## config.mk

```make
export PLATFORM = sky130hd
export DESIGN_NAME = spi_serdes
export DESIGN_NICKNAME = d
export VERILOG_FILES = /design/src/rtl/spi_serdes.sv
export SDC_FILE = /design/constraint.sdc
export NUM_CORES = 1
export LEC_CHECK = 0
export ABC_CLOCK_PERIOD_IN_PS = 2200
export CAP_MARGIN = 20
export CORE_ASPECT_RATIO = 0.8
export CORE_MARGIN = 5
export CORE_UTILIZATION = 52
export CTS_CLUSTER_SIZE = 25
export DETAILED_ROUTE_END_ITERATION = 16
export GPL_TIMING_DRIVEN = 0
export HOLD_SLACK_MARGIN = 0.15
export PLACE_DENSITY_LB_ADDON = 0.25
export SLEW_MARGIN = 10
export SYNTH_ARGS = -nofsm -noshare
export SYNTH_HDL_FRONTEND = slang
export SYNTH_SLANG_ARGS = --single-unit
```

## constraint.sdc

```tcl
create_clock -name clk -period 2.2 [get_ports clk]
set_clock_uncertainty 0.15 [all_clocks]
set_input_delay 0.33 -clock clk [delete_from_list [all_inputs] [get_ports clk]]
set_output_delay 0.33 -clock clk [all_outputs]
set_load 0.05 [all_outputs]
```

## src/rtl/spi_serdes.sv

```systemverilog
// SPI mode-0 slave serializer/deserializer, oversampled into the clk domain.
// Optional macro SPI_MISO_TRISTATE_EN: release spi_MISO to high-Z when not selected.
module spi_serdes #(
  parameter int PACKET_WIDTH = 8
) (
  input  logic                    clk,
  input  logic                    reset,
  input  logic                    spi_SCLK,
  input  logic                    spi_SSEL,
  input  logic                    spi_MOSI,
  output logic                    spi_MISO,
  input  logic [PACKET_WIDTH-1:0] txData,
  input  logic                    load,
  output logic [PACKET_WIDTH-1:0] rxShiftReg,
  output logic                    dataReady
);

  localparam int CW = (PACKET_WIDTH > 1) ? $clog2(PACKET_WIDTH) : 1;

  logic [2:0]              sclk_q, sclk_d;
  logic [2:0]              ssel_q, ssel_d;
  logic [1:0]              mosi_q, mosi_d;
  logic [PACKET_WIDTH-1:0] rx_q, rx_d;
  logic [PACKET_WIDTH-1:0] tx_q, tx_d;
  logic [CW-1:0]           cnt_q, cnt_d;
  logic                    rdy_q, rdy_d;

  logic sclk_rise, sclk_fall, ssel_active, last_bit;

  // Edges come from the two oldest SCLK stages; MOSI's second stage lines up
  // with the stage that reveals the rising edge.
  assign sclk_rise   = sclk_q[1] & ~sclk_q[2];
  assign sclk_fall   = ~sclk_q[1] & sclk_q[2];
  assign ssel_active = ~ssel_q[2];
  assign last_bit    = (cnt_q == CW'(PACKET_WIDTH - 1));

  always_comb begin
    sclk_d = {sclk_q[1:0], spi_SCLK};
    ssel_d = {ssel_q[1:0], spi_SSEL};
    mosi_d = {mosi_q[0], spi_MOSI};
    rx_d   = rx_q;
    tx_d   = tx_q;
    cnt_d  = cnt_q;
    rdy_d  = 1'b0;

    if (!ssel_active) begin
      cnt_d = '0;
    end else if (sclk_rise) begin
      rx_d  = {rx_q[PACKET_WIDTH-2:0], mosi_q[1]};
      cnt_d = last_bit ? '0 : cnt_q + 1'b1;
      rdy_d = last_bit;
    end

    // A parallel load wins over a coincident falling-edge shift.
    if (load) begin
      tx_d = txData;
    end else if (sclk_fall && ssel_active) begin
      tx_d = {tx_q[PACKET_WIDTH-2:0], 1'b0};
    end
  end

  always_ff @(posedge clk or posedge reset) begin
    if (reset) begin
      sclk_q <= 3'b000;
      ssel_q <= 3'b111;
      mosi_q <= 2'b00;
      rx_q   <= '0;
      tx_q   <= '0;
      cnt_q  <= '0;
      rdy_q  <= 1'b0;
    end else begin
      sclk_q <= sclk_d;
      ssel_q <= ssel_d;
      mosi_q <= mosi_d;
      rx_q   <= rx_d;
      tx_q   <= tx_d;
      cnt_q  <= cnt_d;
      rdy_q  <= rdy_d;
    end
  end

  assign rxShiftReg = rx_q;
  assign dataReady  = rdy_q;

`ifdef SPI_MISO_TRISTATE_EN
  assign spi_MISO = ssel_active ? tx_q[PACKET_WIDTH-1] : 1'bz;
`else
  assign spi_MISO = ssel_active ? tx_q[PACKET_WIDTH-1] : 1'b0;
`endif

endmodule

```

==> impl_results.md, run 1 <==
- DP HPWL: 1.26 mm
- Seq/Total Area, Yosys: 63.9%
- Crit path required time: 1.72 ns
- Yosys cell types: 21
- Main synth FF type: dfrtp_1
- Number of diodes: 0
- Headroom to the max-slew limit: 61.5%
- Nets: roughly 130
- DRC: 0
- Netlist Area Pre-Place: 1100 um2
- Setup-failing EPs final: 0
- Slew Viols, Final: 0
- Worst-Margin Slew: about 0.58 ns
- Crit Path Max Fanout: 7
- Crit path kind: reg -> out
- First-pass GRT wire length: 3.04 mm
- Per-cell routed wire length: ~13 um
- Initial antenna violation count: 0
- Clock sinks: 28
- Final RePlAce weighted congestion: 0.780
- First-pass iteration count of the detailed router: 4
- Startpoint types: register
- Syn nets: 102
- Gr ovfl total: 0
- Starting Density: 56.7%
- Post-DR vias/cell: 5.01
- Final WL: 1.76 mm
- Core ar.: slightly below 2000 um2
- Number of synthesized flops with an enable pin: 0
- Die height: 51.2 um
- Hold crit path type: in -> async
- Setup TNS: 0 ns
- Gr usage total: a little over an eighth
- Clock latency on the worst-skew pair: 0.33 ns
- Die Area: 3150 um2
- Final Hold Viols: 0
- Most numerous cell in the Yosys netlist: dfrtp_1
- CTS tree: done
- Fmax: 0.479 GHz
- Clk buf depth: 2
- Vias: 692
- Synth cell count leaders: dfrtp_1 (25), a21oi_1 (14), nand2_1 (9)
- Area growth syn-to-layout: 29.6%
- Synth top area share: a little under three fifths
- Async SR Flop Fraction: 100%
- Cts repair resizes: 1
- CP endpoint kind: output pin
- Max VDD drop: 0.000891 V
- Placed Cells incl. Taps: 133
- Area leader, netlist: dfrtp_1
- Status: complete, no violations
- Non-Filler Instances: 138
- Top cells by area, synth: dfrtp_1 (57%), dfstp_2 (7.2%), a21oi_1 (6.4%)
- Yosys Warn Count: 0
- Synthesized instance count: between 80 and 90
- Pin count of the biggest net entering global routing: 29
- Ratio of cells with drive above 1 in the final layout: about 15%
- Inserted Clock Buffers: 3
- Post-Syn Area per Cell: 12.8 um2
- Num rows: 14
- DIE WIDTH: 61.5 um
- Post-DRT Antenna Nets: 0
- Total power: around 1500 uW
- WP buf/inv: 1
- CP arrival: about 1.6 ns
- P_leak: 0.000667 uW
- Max Cap Viol: 0
- H-Tree Depth: 1
- Num ports: 24
- Tcrit/Tclk final: 94.9%
- Initial DRC Count: 13
- Post-layout min period: ~2.1 ns
- Number of port buffers: 23
- Hold buffers post-CTS: 0
- Slowest cell delay on critical path: around 0.67 ns
- Top Family by Delay on Critical Path: flip-flops
- PwrDens: 1040 nW/um2
- Fillers: around 140
- Synthesized flop and latch total: 28
- CP max-delay cell: dfstp_2
- Cells along the critical path: and2b_1 -> dlygate4sd2_1
- Setup Buffers After CTS: 0
- Reg clk slew, reported paths: approximately 0.14 ns
- RSZ-0062 raised after global routing: no
- Vias in the first global route: 647
- Root Buffer: clkbuf_4
## path summary, 6_finish.rpt
path	start	endpoint	slack, ns	cells after the start
setup / recovery	ssel_q[2]	spi_MISO	0.11	2
setup reg to reg	sclk_q[2]	rxShiftReg[1]	0.72	4
max in group asynchronous	reset	ssel_q[2]	1.13	3
min in group clk	sclk_q[0]	sclk_q[1]	0.21	0
hold / removal	reset	rxShiftReg[4]	0.19	2
hold reg to reg	sclk_q[0]	sclk_q[1]	0.21	0
## layout by cell type (no fill, tap or decap)
cell,instances
buf_2,1
a21oi_1,14
clkbuf_4,3
mux2_1,3
ha_1,2
dfrtp_1,25
bufinv_16,1
nand2_1,9
clkdlybuf4s50_1,22
nor2b_1,7
dlygate4sd2_1,1
dfstp_2,3
nor2_1,4
nand2b_1,1
clkbuf_1,1
or3b_1,1
and2_1,1
inv_1,1
o21ai_1,1
nor2_8,1
and2b_1,1
buf_6,1
mux2i_1,3
mux2_2,5
nor3b_2,1
buf_8,1
## registers in the layout, indices dropped and copies added (netlist names)
name        count
dataReady       1
rxShiftReg      8
mosi_q          2
tx_q            8
sclk_q          3
cnt_q           3
ssel_q          3
## layer usage
layer | vias up | track usage, % | share of wire (%)
met1 | 326 | 18.9 | 48
met4 | 0 | 6.36 | 1.8
met3 | 5 | 4.53 | 5.5
met2 | 16 | 19.2 | 45
li1 | 345 | - | -
met5 | - | 0 | 0
## per-stage QoR
stage | area [um2] | util (%) | setup slack [ns] | hold slack [ns]
after CTS | 1410 | 72.7 | 0.0831 | 0.218
after global placement | 1360 | 70.1 | 0.206 | 0.186
after floorplan | 1100 | - | 0.748 | 0.181
final | 1430 | 73.5 | 0.113 | 0.187
after detailed placement | 1360 | 70.1 | 0.200 | 0.188
after global routing | 1430 | 73.5 | 0.0236 | 0.218
## kinds of logic (layout without fill, tap and decap cells)
group | Yosys count | in the layout | share of synthesized area [%]
flip-flops | 28 | 28 | 63.9
AND/OR/NAND/NOR | 26 | 26 | 14.0
AO/OA/AOI/OAI | 15 | 15 | 6.81
multiplexers | 11 | 11 | 10.9
buffers and inverters | 4 | 32 | 2.16
adder cells (fa/ha/maj) | 2 | 2 | 2.27
## worst register-to-register path: stages (launching register included)
cell	delay [ns]
dfrtp_1	0.40
nand2b_1	0.13
buf_2	0.18
nor2_8	0.17
mux2_2	0.35
## where the power goes
| part | total [uW] | internal [uW] | switching (uW) |
|---|---|---|---|
| combinational | 494 | 188 | 306 |
| sequential | 655 | 602 | 53.2 |
| clock | 333 | 184 | 149 |
| total | 1480 | 975 | 508 |
## layout make-up
cell class                      count  area (um2)  share of cell area [%]
Sequential cell                    28         704                    49.3
Multi-Input combinational cell     54         374                    26.2
Timing Repair Buffer               24         244                    17.1
Clock inverter                      1        30.0                    2.10
Tap cell                           24        30.0                    2.10
Clock buffer                        3        22.5                    1.58
Buffer                              3        20.0                    1.40
Inverter                            1        3.75                   0.263
Note: power is estimated with default switching activity, not from simulation.
==> inputs of run 2 (changes only) <==
--- a/config.mk
+++ b/config.mk
@@ -5,14 +5,13 @@
 export SDC_FILE = /design/constraint.sdc
 export NUM_CORES = 1
 export LEC_CHECK = 0
-export ABC_CLOCK_PERIOD_IN_PS = 2200
 export CAP_MARGIN = 20
 export CORE_ASPECT_RATIO = 0.8
 export CORE_MARGIN = 5
-export CORE_UTILIZATION = 52
+export CORE_UTILIZATION = 44
 export CTS_CLUSTER_SIZE = 25
 export DETAILED_ROUTE_END_ITERATION = 16
-export GPL_TIMING_DRIVEN = 0
+export GPL_TIMING_DRIVEN = 1
 export HOLD_SLACK_MARGIN = 0.15
 export PLACE_DENSITY_LB_ADDON = 0.25
 export SLEW_MARGIN = 10
==> constraint.sdc (replaced) <==
create_clock -name clk -period 1.85 [get_ports clk]
set_clock_uncertainty 0.15 [all_clocks]
set_input_delay 0.2775 -clock clk [delete_from_list [all_inputs] [get_ports clk]]
set_output_delay 0.2775 -clock clk [all_outputs]
set_load 0.05 [all_outputs]
==> run 2 against run 1 <==
Against the previous run:
- register-to-register slack lost 0.42 ns
- sequential share of layout area grew 1.3 points
- critical path type unchanged
- non-clock buffer count is the same
- clock power shrank 26%
- combinational power grew 14%
- flip-flop and latch count is the same
- largest cell class unchanged
==> impl_results.md, run 2 (synthesis gave the netlist of run 1 again) <==
- Post-DR vias/cell: 4.57 (-8.8%)
- Inserted Clock Buffers: 3 (unchanged)
- RSZ-0062 raised after global routing: no
- Hold Path Cell Cnt: 1
- First-pass GRT wire length: 3.04 mm (-0.20%)
- Fillers: 217 (+54%)
- Reg clk slew, reported paths: 0.13 ns (about the same)
- Num ports: 24 (unchanged)
- Cells along the critical path: and2b_1 -> buf_4
- HP Start: spi_SSEL
- Crit path kind: reg -> out
- R2R Path Start: ssel_q[2]
- CP endpoint kind: output pin
- Setup-failing EPs final: 0 (unchanged)
- Area growth syn-to-layout: 26.2%
- Crit Path Max Fanout: 5 (-2)
- PwrDens: 1140 nW/um2 (+10%)
- Gr ovfl total: 0 (unchanged)
- Final Hold Viols: 0 (unchanged)
- R2R cell count: 4 (unchanged)
- CP arrival: 1.28 ns (-0.33 ns)
- Num rows: 16 (+2)
- Number of diodes: 0 (unchanged)
- DP HPWL: 1.31 mm (+4.0%)
- Number of port buffers: 23 (unchanged)
- Post-layout min period: around 1.7 ns
- Area of the multi-input gates: 374 um2 (unchanged)
- Core ar.: 2420 um2 (+25%)
- Register area: 704 um2 (unchanged)
- Worst-Margin Slew: 0.443 ns (-0.134 ns)
- Clock sinks: 28 (unchanged)
- Nets: 131 (unchanged)
- Final RePlAce weighted congestion: 0.740 (-5.1%)
- Ratio of cells with drive above 1 in the final layout: 22.8% (+7.9 points)
- Vias: 686 (-0.87%)
- Fmax: 0.587 GHz
- Per-cell routed wire length: 12.0 um (-5.6%)
- Most frequent cells in the layout: dfrtp_1 (25), a21oi_1 (14), clkdlybuf4s50_1 (13), buf_4 (13), nand2_1 (9)
- Hold crit path type: in -> reg
- Top Family by Delay on Critical Path: flip-flops
- Clock latency on the worst-skew pair: 0.32 ns (about the same)
- Initial antenna violation count: 0 (unchanged)
- Starting Density: 45.5% (-11 points)
- Crit path from: ssel_q[2]
- Pin count of the biggest net entering global routing: 29 (unchanged)
- WP buf/inv: 1 (unchanged)
- P_leak: 0.000665 uW (-0.21%)
- CTS tree: done
- Clk buf depth: 2 (unchanged)
- Startpoint types: register
- Headroom to the max-slew limit: 70.3% (+8.8 points)
- Status: complete, no violations
- Initial DRC Count: 16 (+3)
- Stages on worst setup path: 2 (unchanged)
- First-pass iteration count of the detailed router: 2 (-2)
- Setup TNS: 0 ns (unchanged)
- Root Buffer: clkbuf_4
- DRC: 0 (unchanged)
- Vias in the first global route: 686 (+6.0%)
- CP max-delay cell: dfstp_2
- Die height: 54.8 um (+7.0%)
- H-Tree Depth: 1 (unchanged)
- Max VDD drop: 0.000770 V (-14%)
- Cts repair resizes: 0 (-1)
- Slowest cell delay on critical path: 0.60 ns (-0.07 ns)
- Hold Slack: 0.204 ns (+0.0173 ns)
- Tcrit/Tclk final: 92.0%
- Final WL: 1.80 mm (+2.6%)
- Slew Viols, Final: 0 (unchanged)
- Post-DRT Antenna Nets: 0 (unchanged)
- Gr usage total: 11.6% (-2.0 points)
- Commonest non-fill, non-tap cell in the layout: dfrtp_1
- Die Area: 3610 um2 (+15%)
- Final core occ: 57.4% (-16 points)
- DIE WIDTH: 66.0 um (+7.3%)
- Crit path required time: 1.42 ns (-0.30 ns)
- Max Cap Viol: 0 (unchanged)
run 2: changes by cell type in the layout (fill, tap and decap cells not counted), sizes merged:
cell,change
dlygate4sd3,+1
bufinv,-1
dlygate4sd2,-1
clkdlybuf4s50,-9
buf,+10
run 2: metrics by stage:
| step | worst slack (ns) | std cells | total power, uW | instance area [um2] |
|---|---|---|---|---|
| 2_1_floorplan | 0.450 | 86 | 1170 | 1100 |
| 3_3_place_gp | 0.337 | 143 | 1340 | 1340 |
| 3_5_place_dp | 0.290 | 143 | 1360 | 1340 |
| 4_1_cts | 0.0278 | 148 | 1620 | 1380 |
| 5_1_grt | 0.0791 | 150 | 1680 | 1390 |
| 6_report | 0.147 | 150 | 1590 | 1390 |
run 2: worst reg2reg max path: stages (launching register included):
cell	delay, ns
dfstp_2	0.42
buf_4	0.16
or3b_1	0.52
nand2_1	0.13
a21oi_1	0.08
run 2: report_power, final:
| group | leakage (uW) | internal, uW | switching (uW) |
|---|---|---|---|
| sequential | 0.000335 | 716 | 64.7 |
| clock | 0.0000150 | 84.3 | 162 |
| combinational | 0.000315 | 197 | 364 |
run 2: layer usage:
| metal | wire length [um] | global-route usage [%] | share of wire (%) | vias to the layer above |
|---|---|---|---|---|
| li1 | - | - | - | 344 |
| met1 | 770 | 13.4 | 43 | 328 |
| met2 | 920 | 19.3 | 51 | 12 |
| met3 | 96 | 5.34 | 5.3 | 2 |
| met4 | 17 | 4.05 | 0.94 | 0 |
| met5 | 0 | 0 | 0 | - |
run 2: final cells by class:
class                   count  area share (%)
inverters                   1           0.270
repair buffers             27            17.1
well taps                  36            3.24
multi-input cells          54            26.9
flip-flops and latches     28            50.6
clock buffers               4            1.89
run 2: worst paths after layout:
path,to,slack (ns)
min reg2reg,ssel_q[1],0.22
min in group asynchronous,rxShiftReg[7],0.69
max reg2reg,tx_q[2],0.30
min,ssel_q[0],0.20
max,spi_MISO,0.15
max in group asynchronous,ssel_q[2],0.54
run 2: repair_timing:
action	4_1_cts	5_1_grt
endpoints found under the setup margin	0	1
setup buffers	0	2
hold endpoints to repair	14	0
hold buffers	1	0
==> inputs of run 3 (changes only) <==
--- a/config.mk
+++ b/config.mk
@@ -9,6 +9,7 @@
 export CORE_ASPECT_RATIO = 0.8
 export CORE_MARGIN = 5
 export CORE_UTILIZATION = 44
+export CTS_CLUSTER_DIAMETER = 50
 export CTS_CLUSTER_SIZE = 25
 export DETAILED_ROUTE_END_ITERATION = 16
 export GPL_TIMING_DRIVEN = 1
==> results of run 3 <==
Final layout, timing and power as in run 2 (identical DEF).
